--- config.mk ---
export PLATFORM = sky130hd
export DESIGN_NAME = audiomini_onchip_memory_arbiter
export DESIGN_NICKNAME = d
export VERILOG_FILES = /design/src/rtl/audiomini_mem_pkg.sv /design/src/rtl/audiomini_rd_tag_pipe.sv /design/src/rtl/audiomini_onchip_memory_arbiter.sv
export SDC_FILE = /design/constraint.sdc
export NUM_CORES = 1
export LEC_CHECK = 0
export BUFFER_PORTS_ARGS = -buffer_cell sky130_fd_sc_hd__buf_2
export CELL_PAD_IN_SITES_DETAIL_PLACEMENT = 0
export CELL_PAD_IN_SITES_GLOBAL_PLACEMENT = 1
export CORE_AREA = 2 2 177 179
export DETAILED_ROUTE_END_ITERATION = 12
export DIE_AREA = 0 0 179 181
export PLACE_DENSITY_LB_ADDON = 0.1
export SYNTH_ARGS = -nofsm -noshare
export SYNTH_HDL_FRONTEND = slang
export SYNTH_SLANG_ARGS = --single-unit
--- constraint.sdc ---
create_clock -name clk -period 2.75 [get_ports clk]
set_input_delay 0.1375 -clock clk [delete_from_list [all_inputs] [get_ports clk]]
set_output_delay 0.1375 -clock clk [all_outputs]
set_load 0.01 [all_outputs]
--- src/rtl/audiomini_mem_pkg.sv ---
// Shared widths and read-return tag types for the audiomini on-chip RAM arbiter.
package audiomini_mem_pkg;

    localparam int ADDR_WIDTH = 13;
    localparam int DATA_WIDTH = 64;
    localparam int BE_WIDTH   = DATA_WIDTH / 8;

    typedef logic req_id_t;

    typedef struct packed {
        logic    valid;
        req_id_t id;
    } rd_tag_t;

endpackage

--- src/rtl/audiomini_rd_tag_pipe.sv ---
// Delay line that carries {valid, requester id} alongside the RAM read latency.
module audiomini_rd_tag_pipe
    import audiomini_mem_pkg::*;
#(
    parameter int LATENCY = 1
) (
    input  logic clk,
    input  logic rst,
    input  logic in_valid,
    input  logic in_id,
    output logic out_valid,
    output logic out_id
);

    rd_tag_t stage_reg [LATENCY];

    generate
        for (genvar gi = 0; gi < LATENCY; gi++) begin : g_stage
            if (gi == 0) begin : g_head
                always_ff @(posedge clk or posedge rst) begin
                    if (rst) begin
                        stage_reg[gi] <= '0;
                    end else begin
                        stage_reg[gi].valid <= in_valid;
                        stage_reg[gi].id    <= in_id;
                    end
                end
            end else begin : g_body
                always_ff @(posedge clk or posedge rst) begin
                    if (rst) begin
                        stage_reg[gi] <= '0;
                    end else begin
                        stage_reg[gi] <= stage_reg[gi-1];
                    end
                end
            end
        end
    endgenerate

    assign out_valid = stage_reg[LATENCY-1].valid;
    assign out_id    = stage_reg[LATENCY-1].id;

endmodule

--- src/rtl/audiomini_onchip_memory_arbiter.sv ---
// Round-robin two-master Avalon-MM arbiter in front of the single-port on-chip RAM,
// with read data steered back to the requester that issued the read.
module audiomini_onchip_memory_arbiter
    import audiomini_mem_pkg::*;
#(
    parameter int READ_LATENCY = 1
) (
    input  logic                  clk,
    input  logic                  reset,
    input  logic [ADDR_WIDTH-1:0] m0_address,
    input  logic [BE_WIDTH-1:0]   m0_byteenable,
    input  logic                  m0_read,
    input  logic                  m0_write,
    input  logic [DATA_WIDTH-1:0] m0_writedata,
    output logic                  m0_waitrequest,
    output logic [DATA_WIDTH-1:0] m0_readdata,
    output logic                  m0_readdatavalid,
    input  logic [ADDR_WIDTH-1:0] m1_address,
    input  logic [BE_WIDTH-1:0]   m1_byteenable,
    input  logic                  m1_read,
    input  logic                  m1_write,
    input  logic [DATA_WIDTH-1:0] m1_writedata,
    output logic                  m1_waitrequest,
    output logic [DATA_WIDTH-1:0] m1_readdata,
    output logic                  m1_readdatavalid,
    output logic [ADDR_WIDTH-1:0] mem_address,
    output logic [BE_WIDTH-1:0]   mem_byteenable,
    output logic                  mem_chipselect,
    output logic                  mem_write,
    output logic [DATA_WIDTH-1:0] mem_writedata,
    output logic                  mem_clken,
    input  logic [DATA_WIDTH-1:0] mem_readdata
);

    logic    req0, req1;
    logic    grant0, grant1, grant_any;
    logic    granted_write, rd_accept;
    logic    ret_valid, ret_id;
    req_id_t grant_id, last_grant_reg;

    assign req0 = m0_read | m0_write;
    assign req1 = m1_read | m1_write;

    // On contention the requester that did not win last time goes first.
    always_comb begin
        grant0 = 1'b0;
        grant1 = 1'b0;
        if (!reset) begin
            if (req0 && req1) begin
                grant0 = (last_grant_reg == 1'b1);
                grant1 = (last_grant_reg == 1'b0);
            end else begin
                grant0 = req0;
                grant1 = req1;
            end
        end
    end

    assign grant_any = grant0 | grant1;
    assign grant_id  = grant1;

    assign m0_waitrequest = reset | (req0 & ~grant0);
    assign m1_waitrequest = reset | (req1 & ~grant1);

    // A write wins over a read asserted in the same command.
    assign granted_write = grant1 ? m1_write : (grant0 & m0_write);
    assign rd_accept     = grant_any & ~granted_write;

    assign mem_address    = grant1 ? m1_address    : m0_address;
    assign mem_byteenable = grant1 ? m1_byteenable : m0_byteenable;
    assign mem_writedata  = grant1 ? m1_writedata  : m0_writedata;
    assign mem_write      = granted_write;
    assign mem_chipselect = grant_any;
    assign mem_clken      = 1'b1;

    always_ff @(posedge clk or posedge reset) begin
        if (reset) begin
            last_grant_reg <= 1'b1;
        end else if (grant_any) begin
            last_grant_reg <= grant_id;
        end
    end

    audiomini_rd_tag_pipe #(
        .LATENCY (READ_LATENCY)
    ) u_rd_tag_pipe (
        .clk       (clk),
        .rst       (reset),
        .in_valid  (rd_accept),
        .in_id     (grant_id),
        .out_valid (ret_valid),
        .out_id    (ret_id)
    );

    assign m0_readdatavalid = ret_valid & (ret_id == 1'b0) & ~reset;
    assign m1_readdatavalid = ret_valid & (ret_id == 1'b1) & ~reset;
    assign m0_readdata      = mem_readdata;
    assign m1_readdata      = mem_readdata;

endmodule

==> run metrics, run 1 <==
status=complete, no violations; Top Layer Used=met4; grt total ovfl=0; GRT Total Usage=5.135%; Synth Instances=251; CP Data Required Time=2.61 ns; r2r setup slk=1.37 ns; leakage power=0.001533 uW; synth-to-layout area growth=40.92%; Post-CTS Resized=0; antenna-violating nets left=0; Post-synth ARST share=100.0%; Critical path origin=reset; synth unique cells=24; Worst R2R End=u_rd_tag_pipe.out_id; Final Cell Area=3115 um^2; initial antenna violation count=0; fin crit share=81.73%; Synth Flop Type=dfrtp_1; Place WS=0.8197 ns; placed cell areas=3027 um^2; fin. max-slew vios=0; FMAX=444.9 MHz; Final Hold Viols=0; min-delay src=mem_readdata[9]; antenna diode count=0; RSZ-0062 raised after global routing=no; pwr/cell area=274.1 nW/um^2; Core Area=30350 um^2; Core Util, Final=10.27%; area fraction of the dominant cell type after synthesis=44.14%; xor-xnor portion of the synthesized cell area=0%; top cells by area, synth=buf_4 (44%), mux2_2 (23%), mux2_1 (20%); Post-Synth Simple-Gate Area=2.434%; Syn Nets=491; share of cells above drive strength 1=82.86%; routed wl met2=4893 um; Max FO, Critical Path=33; # Max-Cap Violations=0; TritonCTS clock tree=yes; wl on met1=2467 um; slack of the critical path=0.5025 ns; Row Count=64; minimum clock period=2.247 ns; reg2reg start=last_grant_reg; Skew-Pair Late Insertion Delay=0.23 ns; register area share after synthesis=3.452%; mux cell area share after synthesis=43.29%; Top Ports=460; Syn Area/Cell=8.808 um^2; Via density=2.712; CTS Buf Count=3; WHS=0.2750 ns; Detail Route met3 WL=1312 um; Synth Area in Compound Gates=2.886%; Setup Skew=0.002900 ns; average wire per standard cell=11.65 um; Post-Synth Adder-Cell Area=0%; largest family of logic cells by synthesized area=buffers and inverters; Worst Setup EP=mem_writedata[43]; yosys warns=0; CP Capture Type=output pin; Crit Path Category=in -> out; Die ar.=32400 um^2; count leader, synth=buf_4; post-DP HPWL=8159 um; final net count=626; initial core utilization=7.285%; Die W=179 um; worst-case reg-to-reg path depth=3; worst hold path class=in -> out; Post-Route WL=9102 um; htree depth=1; CTS Root Cell=clkbuf_16; number of synthesized register bits=3; global-route wire length before repair=12740 um; vias in the first global route=2272; CTS max path bufs=2; number of remaining DRC errors=0; Die Y=181 um; final setup fails=0; top post-synthesis cells by count=buf_4 (130), mux2_2 (46), mux2_1 (39); routability congestion estimate from global placement=0.7027; Detailed Routing Iterations Pass 1=4; DR vias=2118; initial DRC count=16; Mapped Area=2211 um^2; TNS Setup=0 ns; largest net degree at the start of global routing=54; port buffer count=266; crit path DAT=2.11 ns; clk sinks=3; Post-synth EDFFs=0; crit start category=input port; area leader, netlist=buf_4; peak supply drop=0.1248 mV
-- layout by cell type (no fill, tap or decap), drive strengths merged --
| cell type | instances |
|---|---|
| dfrtp | 2 |
| o22ai | 1 |
| a21oi | 3 |
| buf | 268 |
| a211o | 1 |
| inv | 3 |
| nand2 | 1 |
| a21o | 1 |
| dfstp | 1 |
| o21ai | 2 |
| mux2 | 85 |
| conb | 1 |
| nand2b | 1 |
| nor3b | 1 |
| dlygate4sd3 | 1 |
| o21a | 1 |
| and3 | 1 |
| nor2 | 4 |
| clkbuf | 4 |
| nor3 | 2 |
| a2bb2oi | 1 |
-- layout make-up --
| class | instances | area [um^2] |
|---|---|---|
| Tap cell | 396 | 495.5 |
| Timing Repair Buffer | 269 | 1369 |
| Fill cell | 3540 | 27230 |
| Clock buffer | 4 | 78.83 |
| Sequential cell | 3 | 76.32 |
| Multi-Input combinational cell | 106 | 1085 |
| Inverter | 3 | 11.26 |
-- what timing repair did --
| action | CTS | global route |
|---|---|---|
| hold buffers | 1 | 0 |
| setup buffers | 0 | 0 |
| hold endpoints to repair | 2 | 0 |
-- stage by stage --
stage	instances	power (uW)
finish	781	853.8
global route	781	922.9
CTS	781	879.7
detailed placement	776	636.6
global placement	776	644.0
floorplan	251	548.4
-- logic make-up after synthesis --
kind of cell | after synthesis
buffers and inverters | 142
muxes | 85
AOI/OAI and AO/OA | 10
and+or+nand+nor | 10
DFF | 3
other | 1
-- how the worst min path moves through the flow --
stage | endpoint | slack (ns) | cells past startpoint
6_report | m0_readdata[9] | 0.28 | 0
5_1_grt | m0_readdata[20] | 0.28 | 0
4_1_cts | m0_readdata[53] | 0.28 | 0
3_5_place_dp | u_rd_tag_pipe.out_valid | 0.15 | 2
3_3_place_gp | u_rd_tag_pipe.out_valid | 0.16 | 2
2_1_floorplan | u_rd_tag_pipe.out_id | 0.1 | 2
-- per-layer routing --
| layer | GRT usage [%] | vias up |
|---|---|---|
| met3 | 2.125 | 50 |
| met2 | 10.31 | 170 |
| li1 | - | 980 |
| met4 | 2.927 | 0 |
| met5 | 0 | - |
| met1 | 3.968 | 918 |
-- worst max-delay path, cell delays in order --
cell and delay [ns]:
dlygate4sd3_1 0.53, buf_2 0.18, nor3_4 0.25, buf_4 0.44, mux2_1 0.38, buf_2 0.14
-- power by group --
part	total, uW	switching [uW]	internal [uW]
clock network	234	42.2	192
logic	561	256	305
registers	59.0	6.64	52.3
(Power assumes the default switching activity.)
==> inputs of run 2 (changes only) <==
Settings changed: ABC_AREA from default to 1, CORE_AREA 2 2 177 179 to 2 2 180 182, DIE_AREA 0 0 179 181 to 0 0 182 184.
Clock period 2.75 ns to 2 ns, I/O delays scaled along.
==> run 2 against run 1 <==
Effect of this change:
- total power is 90% higher
- final cell count increased by 24%
- hold slack worse by 0.075 ns
- critical path depth increased by 1
- combinational power up 120%
==> run metrics, run 2 <==
final net count=806; fin. max-slew vios=0; Post-Route WL=12450 um; crit start category=input port; Syn Nets=676; CTS Buf Count=3; crit path DAT=1.74 ns; initial DRC count=69; worst path cell trace=dlygate4sd3_1 -> buf_2 -> nor2_4 -> buf_6 -> nand2_1 -> nand2_1 -> buf_2; count leader, synth=nand2_1; Worst path max stage delay=0.54 ns; TNS Setup=0 ns; worst hold path class=in -> out; share of cells above drive strength 1=49.73%; area fraction of the dominant cell type after synthesis=44.06%; Die Y=184 um; largest family of logic cells by synthesized area=buffers and inverters; Final Cell Area=3197 um^2; antenna diode count=0; global-route wire length before repair=16370 um; xor-xnor portion of the synthesized cell area=0%; Core Area=31390 um^2; TritonCTS clock tree=yes; grt total ovfl=0; Synth Area in Compound Gates=0.6626%; pwr/cell area=506.2 nW/um^2; synth-to-layout area growth=41.08%; logic gate share of total power=74.6%; Sw Ratio=48.46%; number of synthesized register bits=3; clk sinks=3; CP Data Required Time=1.90 ns; Via density=2.951; Skew-Pair Late Insertion Delay=0.23 ns; Seq pwr share=5.6%; synth unique cells=14; Post-Synth Simple-Gate Area=45.94%; postcts setup bufs=0; Syn Area/Cell=5.197 um^2; Die W=182 um; peak supply drop=0.1982 mV; htree depth=1; Clock Power Share=19.8%; CP Capture Type=output pin; GRT Total Usage=6.399%; status=complete, no violations; fillers=3756; CP bufs+invs=4; worst-path cell with the longest stage delay=dlygate4sd3_1; port buffer count=266; RSZ-0062 raised after global routing=no; average wire per standard cell=12.88 um; Row Count=65; Post-synth EDFFs=0; Mapped Area=2266 um^2; fin crit share=91.76%; CTS max path bufs=2; Die ar.=33490 um^2; leakage power=0.002017 uW; minimum clock period=1.835 ns; commonest cells after routing, fill and taps aside=buf_2 (266), nand2_1 (262), nor2_1 (7), clkbuf_16 (5); vias in the first global route=3026; final setup fails=0; top cells by area, synth=buf_4 (44%), nand2_1 (43%), buf_6 (2.5%); yosys warns=0; CTS Root Cell=clkbuf_16; Setup Skew=0.003743 ns; Top Ports=460; area leader, netlist=buf_4; Synth Flop Type=dfrtp_1; Crit Path Category=in -> out; Psw=784.2 uW; Final Hold Viols=0; post-DP HPWL=9639 um; DR vias=2854; Synth Instances=436; Post-Synth Adder-Cell Area=0%; internal power=834.1 uW; # Max-Cap Violations=0; mux cell area share after synthesis=0%; Post-synth ARST share=100.0%; initial antenna violation count=0; commonest non-fill, non-tap cell in the layout=buf_2; register area share after synthesis=3.368%; antenna-violating nets left=0; initial core utilization=7.218%; FMAX=544.9 MHz; CP delay by family, top=buffers and inverters; Max FO, Critical Path=43; r2r setup slk=0.59 ns; placed cell areas=3060 um^2; largest net degree at the start of global routing=88; top post-synthesis cells by count=nand2_1 (262), buf_4 (133), buf_2 (9); number of remaining DRC errors=0; routability congestion estimate from global placement=0.7902; Detailed Routing Iterations Pass 1=3
[run 2: cell count changes in the layout (fill, tap and decap cells not counted), sizes merged, moves of 2 or more]
cell,change
clkbuf,+2
nor3,-2
inv,+5
nand3,+4
nand2,+261
nor2,+4
mux2,-85
a21oi,-3
[run 2: through the flow]
| step | hold WS (ns) | total power [uW] | utilization, % | worst slack, ns | std cells |
|---|---|---|---|---|---|
| floorplan | -0.1054 | 963.1 | - | 0.6121 | 436 |
| global placement | 0.1040 | 1305 | 9.749 | 0.3109 | 960 |
| detailed placement | 0.1021 | 1277 | 9.749 | 0.3158 | 960 |
| CTS | 0.2001 | 1608 | 10.03 | 0.01014 | 965 |
| global route | 0.2000 | 1796 | 10.18 | 0.03029 | 967 |
| finish | 0.2000 | 1618 | 10.18 | 0.1647 | 967 |
[run 2: worst paths after layout]
path,from,endpoint,cells past startpoint
max in group asynchronous,reset,last_grant_reg,3
setup reg to reg,last_grant_reg,u_rd_tag_pipe.out_valid,6
hold reg to reg,last_grant_reg,last_grant_reg,2
hold / removal,mem_readdata[45],m0_readdata[45],0
min in group asynchronous,reset,u_rd_tag_pipe.out_valid,3
setup / recovery,reset,mem_address[8],7
[run 2: power by group through the flow]
stage	logic [uW]	registers, uW	clock network (uW)
after floorplan	874	89.3	0
after global placement	1210	90.1	0
after detailed placement	1190	92.2	0
after CTS	1190	90.5	327
after global routing	1370	93.1	334
final	1210	90.5	321
[run 2: metal layers]
layer | wire [um] | track usage [%]
met3 | 1195 | 1.704
met4 | 567 | 3.516
met5 | 0 | 0
met1 | 3975 | 4.789
met2 | 6715 | 14.11
[run 2: cells by family (layout without fill, tap and decap cells)]
logic type      Yosys count  count (layout)
simple gates            274             274
compound gates            3               3
other cells               1               1
flops                     3               3
buf+inv                 155             284
[run 2: timing repair]
action	CTS	global route
resized for setup	0	4
hold buffers	1	0
endpoints found under the setup margin	0	10
endpoints found under the hold margin	2	0
[run 2: worst reg2reg max path, delay by kind of cell, from the launching register on]
family                 cells  cell delay [ns]
buffers and inverters      2             0.28
and+or+nand+nor            3             0.31
DFF                        1             0.53
AOI/OAI and AO/OA          1             0.17
[run 2: cell type report]
type                    count  area, um^2  area share [%]
repair buffers            272        1443           45.13
clock buffers               4       78.83           2.466
inverters                   8       32.53           1.018
flip-flops and latches      3       76.32           2.387
multi-input cells         278        1064           33.27
well taps                 402       503.0           15.73
==> inputs of run 3 (changes only) <==
Settings changed: ABC_AREA 1 to default, CORE_AREA 2 2 180 182 to 2 2 181 183, DIE_AREA 0 0 182 184 to 0 0 183 185, SKIP_LAST_GASP from default to 1.
==> run 3 against run 2 <==
Effect of this change:
- largest cell class unchanged
- hold slack lost 0.035 ns
- sequential share of layout area about the same
- global-route usage is 1.3 points lower
==> run metrics, run 3 (synthesized netlist as in run 1, its figures left out) <==
status=complete, no violations; CTS Buf Count=3; # Max-Cap Violations=0; Worst path max stage delay=0.41 ns; GRT Total Usage=5.129%; fin. max-slew vios=0; Row Count=66; Setup Skew=0.002572 ns; htree depth=1; fin crit share=99.66%; peak supply drop=0.1255 mV; CP bufs+invs=3; Die W=183 um; worst-path cell with the longest stage delay=mux2_2; Via density=2.762; worst path cell trace=o21a_4 -> nor3_4 -> buf_12 -> buf_16 -> mux2_2 -> buf_2; Detailed Routing Iterations Pass 1=4; vias in the first global route=2365; port buffer count=266; DR vias=2201; average wire per standard cell=12.36 um; Max FO, Critical Path=41; number of remaining DRC errors=0; final net count=630; initial core utilization=6.900%; initial antenna violation count=1; largest net degree at the start of global routing=42; TritonCTS clock tree=yes; CTS Root Cell=clkbuf_16; WHS=0.1653 ns; Skew-Pair Late Insertion Delay=0.23 ns; commonest cells after routing, fill and taps aside=buf_2 (266), mux2_2 (46), mux2_1 (39), nor2_1 (4); CP Data Required Time=1.90 ns; Crit Path Category=reg -> out; antenna diode count=0; grt total ovfl=0; RSZ-0062 raised after global routing=yes; crit start category=flip-flop; TNS Setup=0 ns; CP delay by family, top=buffers and inverters; Core Area=32040 um^2; Post-Route WL=9852 um; Die ar.=33860 um^2; commonest non-fill, non-tap cell in the layout=buf_2; CP Capture Type=output pin; FMAX=501.7 MHz; antenna-violating nets left=0; global-route wire length before repair=12930 um; post-DP HPWL=8375 um; initial DRC count=33; Top Ports=460; worst hold path class=in -> reg; crit path DAT=1.89 ns; pwr/cell area=386.1 nW/um^2; leakage power=0.001576 uW; final setup fails=0; synth-to-layout area growth=45.90%; clk sinks=3; Worst-path clk slew=0.03 ns; Die Y=185 um; CTS max path bufs=2; Final Hold Viols=0; minimum clock period=1.993 ns; Final Cell Area=3226 um^2; share of cells above drive strength 1=83.29%; placed cell areas=3054 um^2; routability congestion estimate from global placement=0.7335
==> run 3: cell types whose count changed in the layout (fill, tap and decap cells not counted), moves of 2 or more <==
cell and delta:
a21oi_1 +3, buf_4 +2, clkbuf_16 -2, inv_2 -3, mux2_1 +39, mux2_2 +46
nand2_1 -261, nand3_1 -4, nor2_1 -3
==> run 3: area by class of cell <==
cell class	count	area (um^2)
Tap cell	408	510.5
Inverter	3	11.26
Sequential cell	3	76.32
Multi-Input combinational cell	106	1092
Timing Repair Buffer	273	1456
Clock buffer	4	78.83
Fill cell	3747	28820
==> run 3: path summary, 6_finish.rpt <==
check	start	endpoint	slack [ns]	depth (start not counted)
max	last_grant_reg	mem_writedata[8]	0.007	6
min	reset	u_rd_tag_pipe.out_valid	0.17	2
max reg2reg	last_grant_reg	u_rd_tag_pipe.out_id	0.79	4
min reg2reg	last_grant_reg	last_grant_reg	0.66	2
max in group asynchronous	reset	last_grant_reg	1.32	3
min in group asynchronous	reset	u_rd_tag_pipe.out_valid	0.43	3
==> run 3: where the power goes <==
group / internal (uW) / total, uW / switching, uW
Clock: 264 / 325 / 61.5
Combinational: 465 / 844 / 379
Sequential: 71.6 / 76.1 / 4.40
Total: 801 / 1250 / 445
==> run 3: per-layer routing <==
layer  routed length, um  GRT usage [%]  share of wire [%]  vias to the layer above
met5                   0              0                  0                        -
met4                 573          3.136                5.8                        0
met3                1271          1.475                 13                       52
met2                5553          11.53                 56                      226
met1                2453          3.472                 25                      934
li1                    -              -                  -                      989
==> run 3: per-stage QoR <==
stage | worst slack, ns | utilization, % | cells | power (uW)
finish | 0.006730 | 10.07 | 797 | 1246
global route | -0.08080 | 10.07 | 797 | 1337
CTS | -0.03843 | 10.02 | 797 | 1265
detailed placement | 0.1723 | 9.532 | 788 | 884.0
global placement | 0.1678 | 9.532 | 788 | 904.3
floorplan | 0.4583 | - | 251 | 754.1
==> run 3: timing repair <==
item / in CTS / in global routing
buffers inserted: 3 / 0
pin swaps: 1 / 1
hold buffers: 1 / 0
endpoints found under the setup margin: 6 / 70
hold endpoints to repair: 2 / 0
cloned: 1 / 0
gates resized for setup: 0 / 2
